--- src/rtl/trafficlight_pkg.sv ---
// trafficlight: shared lamp codes and controller state encoding.
// Imported by the controller RTL and its bench.
package trafficlight_pkg;

  localparam logic [1:0] RED    = 2'b00;
  localparam logic [1:0] YELLOW = 2'b01;
  localparam logic [1:0] GREEN  = 2'b10;

  typedef enum logic [1:0] {
    MAIN_GREEN,
    MAIN_YELLOW,
    SIDE_GREEN,
    SIDE_YELLOW
  } state_t;

endpackage

--- src/rtl/trafficlight_sec_tick_gen.sv ---
// trafficlight: free-running prescaler giving a 1-cycle tick
// once every CLK_HZ cycles.
module sec_tick_gen #(
  parameter int CLK_HZ = 100
) (
  input  logic clk,
  input  logic rst,
  output logic tick
);

  localparam int W = (CLK_HZ > 1) ? $clog2(CLK_HZ) : 1;
  localparam logic [W-1:0] LAST = W'(CLK_HZ - 1);

  logic [W-1:0] cnt_q;
  logic [W-1:0] cnt_d;

  assign tick  = (cnt_q == LAST);
  assign cnt_d = tick ? '0 : cnt_q + 1'b1;

  always_ff @(posedge clk or negedge rst) begin
    if (!rst) cnt_q <= '0;
    else      cnt_q <= cnt_d;
  end

endmodule

--- src/rtl/trafficlight.sv ---
// trafficlight: two-road intersection controller with one
// congestion-driven main-green extension per phase.
module trafficlight
  import trafficlight_pkg::*;
#(
  parameter int CLK_HZ       = 100,
  parameter int MAIN_GREEN_S = 60,
  parameter int CONG_EXT_S   = 30,
  parameter int YELLOW_S     = 3,
  parameter int SIDE_GREEN_S = 20
) (
  output logic [1:0] MR,
  output logic [1:0] SR,
  input  logic       congdetector,
  input  logic       rst,
  input  logic       clk
);

  localparam int EXT_S = MAIN_GREEN_S + CONG_EXT_S;
  localparam int CW    = $clog2(EXT_S + 1);

  localparam logic [CW-1:0] MG_LAST  = CW'(MAIN_GREEN_S - 1);
  localparam logic [CW-1:0] EXT_LAST = CW'(EXT_S - 1);
  localparam logic [CW-1:0] Y_LAST   = CW'(YELLOW_S - 1);
  localparam logic [CW-1:0] SG_LAST  = CW'(SIDE_GREEN_S - 1);

  state_t        state_q, state_d;
  logic [CW-1:0] sec_q, sec_d;
  logic          cong_q, cong_d;
  logic          sync1_q, sync2_q;
  logic          tick;

  sec_tick_gen #(.CLK_HZ(CLK_HZ)) u_tick (
    .clk  (clk),
    .rst  (rst),
    .tick (tick)
  );

  always_ff @(posedge clk or negedge rst) begin
    if (!rst) begin
      sync1_q <= 1'b0;
      sync2_q <= 1'b0;
    end else begin
      sync1_q <= congdetector;
      sync2_q <= sync1_q;
    end
  end

  always_ff @(posedge clk or negedge rst) begin
    if (!rst) begin
      state_q <= MAIN_GREEN;
      sec_q   <= '0;
      cong_q  <= 1'b0;
    end else begin
      state_q <= state_d;
      sec_q   <= sec_d;
      cong_q  <= cong_d;
    end
  end

  always_comb begin
    state_d = state_q;
    sec_d   = tick ? sec_q + 1'b1 : sec_q;
    cong_d  = 1'b0;
    unique case (state_q)
      MAIN_GREEN: begin
        // a sighting on the base-expiry cycle still counts
        cong_d = cong_q | sync2_q;
        if (tick && ((sec_q == MG_LAST && !cong_d) ||
                     sec_q == EXT_LAST))
          state_d = MAIN_YELLOW;
      end
      MAIN_YELLOW:
        if (tick && sec_q == Y_LAST) state_d = SIDE_GREEN;
      SIDE_GREEN:
        if (tick && sec_q == SG_LAST) state_d = SIDE_YELLOW;
      SIDE_YELLOW:
        if (tick && sec_q == Y_LAST) state_d = MAIN_GREEN;
      default: state_d = MAIN_GREEN;
    endcase
    if (state_d != state_q) begin
      sec_d  = '0;
      cong_d = 1'b0;
    end
  end

  always_comb begin
    MR = RED;
    SR = RED;
    unique case (state_q)
      MAIN_GREEN:  MR = GREEN;
      MAIN_YELLOW: MR = YELLOW;
      SIDE_GREEN:  SR = GREEN;
      SIDE_YELLOW: SR = YELLOW;
      default: begin
        MR = RED;
        SR = RED;
      end
    endcase
  end

endmodule

--- config.mk ---
export PLATFORM = sky130hd
export DESIGN_NAME = trafficlight
export DESIGN_NICKNAME = d
export VERILOG_FILES = /design/src/rtl/trafficlight_pkg.sv /design/src/rtl/trafficlight_sec_tick_gen.sv /design/src/rtl/trafficlight.sv
export SDC_FILE = /design/constraint.sdc
export NUM_CORES = 1
export LEC_CHECK = 0
export CAP_MARGIN = 25
export CELL_PAD_IN_SITES_DETAIL_PLACEMENT = 1
export CELL_PAD_IN_SITES_GLOBAL_PLACEMENT = 1
export CORE_MARGIN = 10
export CORE_UTILIZATION = 45
export CTS_CLUSTER_SIZE = 20
export DETAILED_ROUTE_END_ITERATION = 6
export PLACE_DENSITY = 0.75
export SKIP_CTS_REPAIR_TIMING = 1
export SLEW_MARGIN = 25
export SYNTH_ARGS = -nofsm -noshare
export SYNTH_HDL_FRONTEND = slang
export SYNTH_SLANG_ARGS = --single-unit
--- constraint.sdc ---
create_clock -name clk -period 2.4 [get_ports clk]
set_clock_uncertainty 0.1 [all_clocks]
set_input_delay 0.24 -clock clk [delete_from_list [all_inputs] [get_ports clk]]
set_output_delay 0.24 -clock clk [all_outputs]
set_load 0.005 [all_outputs]
==> run_summary.xml <==
<?xml version="1.0" encoding="UTF-8"?>
<metrics>
  <group name="run_status">
    <metric name="outcome" unit="">finished, final reports clean</metric>
  </group>
  <group name="floorplan">
    <metric name="start_util" unit="%">46.4</metric>
    <metric name="overall_die_area" unit="mm^2">0.00456</metric>
    <metric name="io_pins" unit="">7</metric>
    <metric name="design.core.area" unit="mm^2">0.00219</metric>
    <metric name="die-height" unit="um">67.5</metric>
    <metric name="std_cell_rows" unit="">17</metric>
    <metric name="die_x" unit="um">67.5</metric>
  </group>
  <group name="synth">
    <metric name="postSynth.asyncResetShare" unit="%">100</metric>
    <metric name="synth_edf_count" unit="">0</metric>
    <metric name="ys_top_cells_by_area" unit="">sky130_fd_sc_hd__dfrtp_1 47%, sky130_fd_sc_hd__ha_1 4.9%, sky130_fd_sc_hd__xnor2_1 4.3%, sky130_fd_sc_hd__xor2_1 4.3%, sky130_fd_sc_hd__a21oi_1 3.4%</metric>
    <metric name="synth_cells" unit="">94</metric>
    <metric name="synthDistinctLibCells" unit="">32</metric>
    <metric name="yosys_warnings" unit="">0</metric>
    <metric name="area_share_of_the_largest_cell_type_after_synthesis" unit="%">46.8</metric>
    <metric name="synth_area" unit="mm^2">0.00102</metric>
    <metric name="synth_fp_nets" unit="">101</metric>
    <metric name="dominantRegCellSynth" unit="">sky130_fd_sc_hd__dfrtp_1</metric>
    <metric name="post_synth.cell_area_avg" unit="um^2">10.8</metric>
    <metric name="synth.yosys.seq_area_share" unit="%">46.8</metric>
    <metric name="synth_seq_cells" unit="">19</metric>
    <metric name="synthDominantAreaCellType" unit="">sky130_fd_sc_hd__dfrtp_1</metric>
  </group>
  <group name="worst_setup_path">
    <metric name="worst_setup_path_end_kind" unit="">flip-flop</metric>
    <metric name="critical_path.n_buffers_inverters" unit="">0</metric>
    <metric name="worstPathMaxFanout" unit="">8</metric>
    <metric name="worst_ep_required_time" unit="ns">2.45</metric>
    <metric name="critical_path.cell_chain" unit="">ha_1 -&gt; nand3_2 -&gt; o31a_1 -&gt; o41ai_4 -&gt; a221oi_1</metric>
    <metric name="cp-start-kind" unit="">flip-flop</metric>
    <metric name="crit_type" unit="">reg -&gt; reg</metric>
    <metric name="critPathSlowestCell" unit="">sky130_fd_sc_hd__o41ai_4</metric>
    <metric name="critical_path.top_delay_family" unit="">compound AO/OA/AOI/OAI gates</metric>
    <metric name="cp_data_arrival_time" unit="ns">2.06</metric>
    <metric name="critical-path-max-stage-delay" unit="ns">0.51</metric>
  </group>
  <group name="place">
    <metric name="dpl_cell_area" unit="mm^2">0.00112</metric>
    <metric name="place_inst" unit="">128</metric>
    <metric name="numPortBuffers" unit="">6</metric>
    <metric name="detailedPlacementHpwl" unit="um">1440</metric>
    <metric name="dp_slack" unit="ns">0.370</metric>
    <metric name="routability_driven_placement_congestion_ratio" unit="">0.847</metric>
  </group>
  <group name="clock_tree">
    <metric name="numCtsBuffers" unit="">3</metric>
    <metric name="h-tree-depth" unit="">1</metric>
    <metric name="clock_sinks" unit="">19</metric>
    <metric name="root_buffer" unit="">sky130_fd_sc_hd__clkbuf_4</metric>
    <metric name="clk-insertion-delay-late" unit="ns">0.29</metric>
    <metric name="cts_tree" unit="">built</metric>
    <metric name="max-clock-path-buffers" unit="">2</metric>
    <metric name="clk_pin_slew_worst_paths" unit="ns">0.10</metric>
  </group>
  <group name="cells_and_area">
    <metric name="layout_commonest_cell" unit="">sky130_fd_sc_hd__dfrtp_1</metric>
    <metric name="layout.cells.most_common_list" unit="">19 x sky130_fd_sc_hd__dfrtp_1, 7 x sky130_fd_sc_hd__nor2_1, 7 x sky130_fd_sc_hd__a21oi_1, 6 x sky130_fd_sc_hd__nand3_1, 6 x sky130_fd_sc_hd__clkdlybuf4s50_1</metric>
    <metric name="layout.cells.non_filler" unit="">132</metric>
    <metric name="layout.filler_cells" unit="">247</metric>
    <metric name="flow.area_growth_from_synthesis" unit="%">12.4</metric>
    <metric name="multiInputGateArea" unit="um^2">512</metric>
    <metric name="area.sequential" unit="um^2">475</metric>
    <metric name="nNetsFinal" unit="">112</metric>
    <metric name="post_route_core_utilization" unit="%">52.1</metric>
    <metric name="antenna_cells_inserted" unit="">0</metric>
    <metric name="design_area" unit="mm^2">0.00114</metric>
    <metric name="fraction_of_layout_cells_with_a_size_suffix_above_1" unit="%">14.4</metric>
  </group>
  <group name="timing">
    <metric name="setup_violations" unit="">0</metric>
    <metric name="hold-worst-slack" unit="ns">0.169</metric>
    <metric name="timing.final.max_slew_violations" unit="">0</metric>
    <metric name="achievable-frequency" unit="GHz">0.496</metric>
    <metric name="unrepaired_setup_endpoints_after_global_routing" unit="">false</metric>
    <metric name="setup_total_negative_slack" unit="ns">0</metric>
    <metric name="worst_slew_margin_relative_to_its_limit" unit="%">60.4</metric>
    <metric name="final_period_minus_worst_setup_slack" unit="ns">2.01</metric>
    <metric name="postLayoutSetupSlackWorst" unit="ns">0.386</metric>
    <metric name="post-route-period-util" unit="%">83.9</metric>
    <metric name="worst-slew-pin-transition" unit="ns">0.589</metric>
    <metric name="final_hold_viol_count" unit="">0</metric>
  </group>
  <group name="power">
    <metric name="switching_part_of_the_total" unit="%">20.5</metric>
    <metric name="clkPwrFrac" unit="%">32.4</metric>
    <metric name="comb_power_share" unit="%">2.1</metric>
    <metric name="p_per_area" unit="mW/mm^2">430</metric>
    <metric name="cellInternalPower" unit="uW">390</metric>
    <metric name="net-switching-power" unit="uW">101</metric>
    <metric name="leakagePower" unit="nW">0.468</metric>
    <metric name="totalPowerFinal" unit="uW">491</metric>
    <metric name="seq_power_share" unit="%">65.6</metric>
    <metric name="vdd.ir_drop.worst" unit="V">0.000329</metric>
  </group>
  <group name="run">
    <metric name="drv_cap" unit="">0</metric>
  </group>
  <group name="routing">
    <metric name="routed_wire_length_per_instance" unit="um">14.6</metric>
    <metric name="detail_route.first_pass.iterations" unit="">4</metric>
    <metric name="remaining_routing_drc_violations" unit="">0</metric>
    <metric name="via_count" unit="">750</metric>
    <metric name="detailedRoute.firstIterationViolations" unit="">39</metric>
    <metric name="detail_route.wirelength" unit="um">1930</metric>
    <metric name="ant_nets" unit="">0</metric>
    <metric name="vias_per_cell" unit="">5.68</metric>
  </group>
  <group name="global_routing">
    <metric name="global_route.overflow_total" unit="">0</metric>
    <metric name="grt_antenna_before_repair" unit="">0</metric>
    <metric name="grtUsageTotal" unit="%">9.70</metric>
    <metric name="grt_pass1_vias" unit="">724</metric>
    <metric name="grt_first_pass_wirelength" unit="um">3440</metric>
    <metric name="grt_max_degree" unit="">20</metric>
  </group>
  <group name="worst_hold_path">
    <metric name="worst_hold_path_type" unit="">in -&gt; async</metric>
  </group>
</metrics>
## routing by layer
layer	GRT usage (%)	vias to the layer above	routed length (um)	share of wire (%)
met2	13.7	12	891	46
li1	-	362	-	-
met4	5.13	0	38	2.0
met1	13.0	370	912	47
met5	0	-	0	0
met3	2.64	6	90	4.7
## final timing paths
| check | start | end | slack (ns) | depth (start not counted) |
|---|---|---|---|---|
| setup / recovery | sec_q[0] | sec_q[1] | 0.39 | 5 |
| hold / removal | rst | state_q[1] | 0.17 | 2 |
| setup reg to reg | sec_q[0] | sec_q[1] | 0.39 | 5 |
| hold reg to reg | sync1_q | sync2_q | 0.26 | 0 |
| max in group asynchronous | rst | sec_q[6] | 1.83 | 2 |
| min in group clk | sync1_q | sync2_q | 0.26 | 0 |
## power groups by stage
| stage | clock network, mW | logic (mW) | registers, mW |
|---|---|---|---|
| 2_1_floorplan | 0 | 0.00000214 | 0.328 |
| 3_3_place_gp | 0 | 0.0108 | 0.328 |
| 3_5_place_dp | 0 | 0.0110 | 0.328 |
| 4_1_cts | 0.167 | 0.0110 | 0.322 |
| 5_1_grt | 0.179 | 0.0117 | 0.322 |
| 6_report | 0.159 | 0.0102 | 0.322 |
## final cells by class
class	count	area share (%)
clock buffers	4	2.30
inverters	3	0.986
multi-input cells	69	44.8
flip-flops and latches	19	41.6
well taps	28	3.07
repair buffers	9	7.23
## state kept, by name, indices dropped and copies added (netlist names)
register / count
sync1_q: 1
cong_q: 1
state_q: 2
sec_q: 7
u_tick.cnt_q: 7
sync2_q: 1
## Yosys cell counts (all sizes together), types with 2 or more instances
library cell and number:
buf 2, and2 4, nand3 8, inv 3
xor2 5, o21ai 2, dfrtp 19, and3 2
ha 4, nor2b 4, nand2 2, and4 3
nand4 5, a21oi 7, nor2 7, xnor2 5
## kinds of logic after synthesis
logic type	Yosys count	share of synthesized area, %
buf+inv	6	2.83
simple gates	41	25.2
fa+ha+maj	4	4.93
compound gates	14	11.6
flops	19	46.8
xor+xnor	10	8.62
No activity file was read; power rests on OpenSTA's default activity.
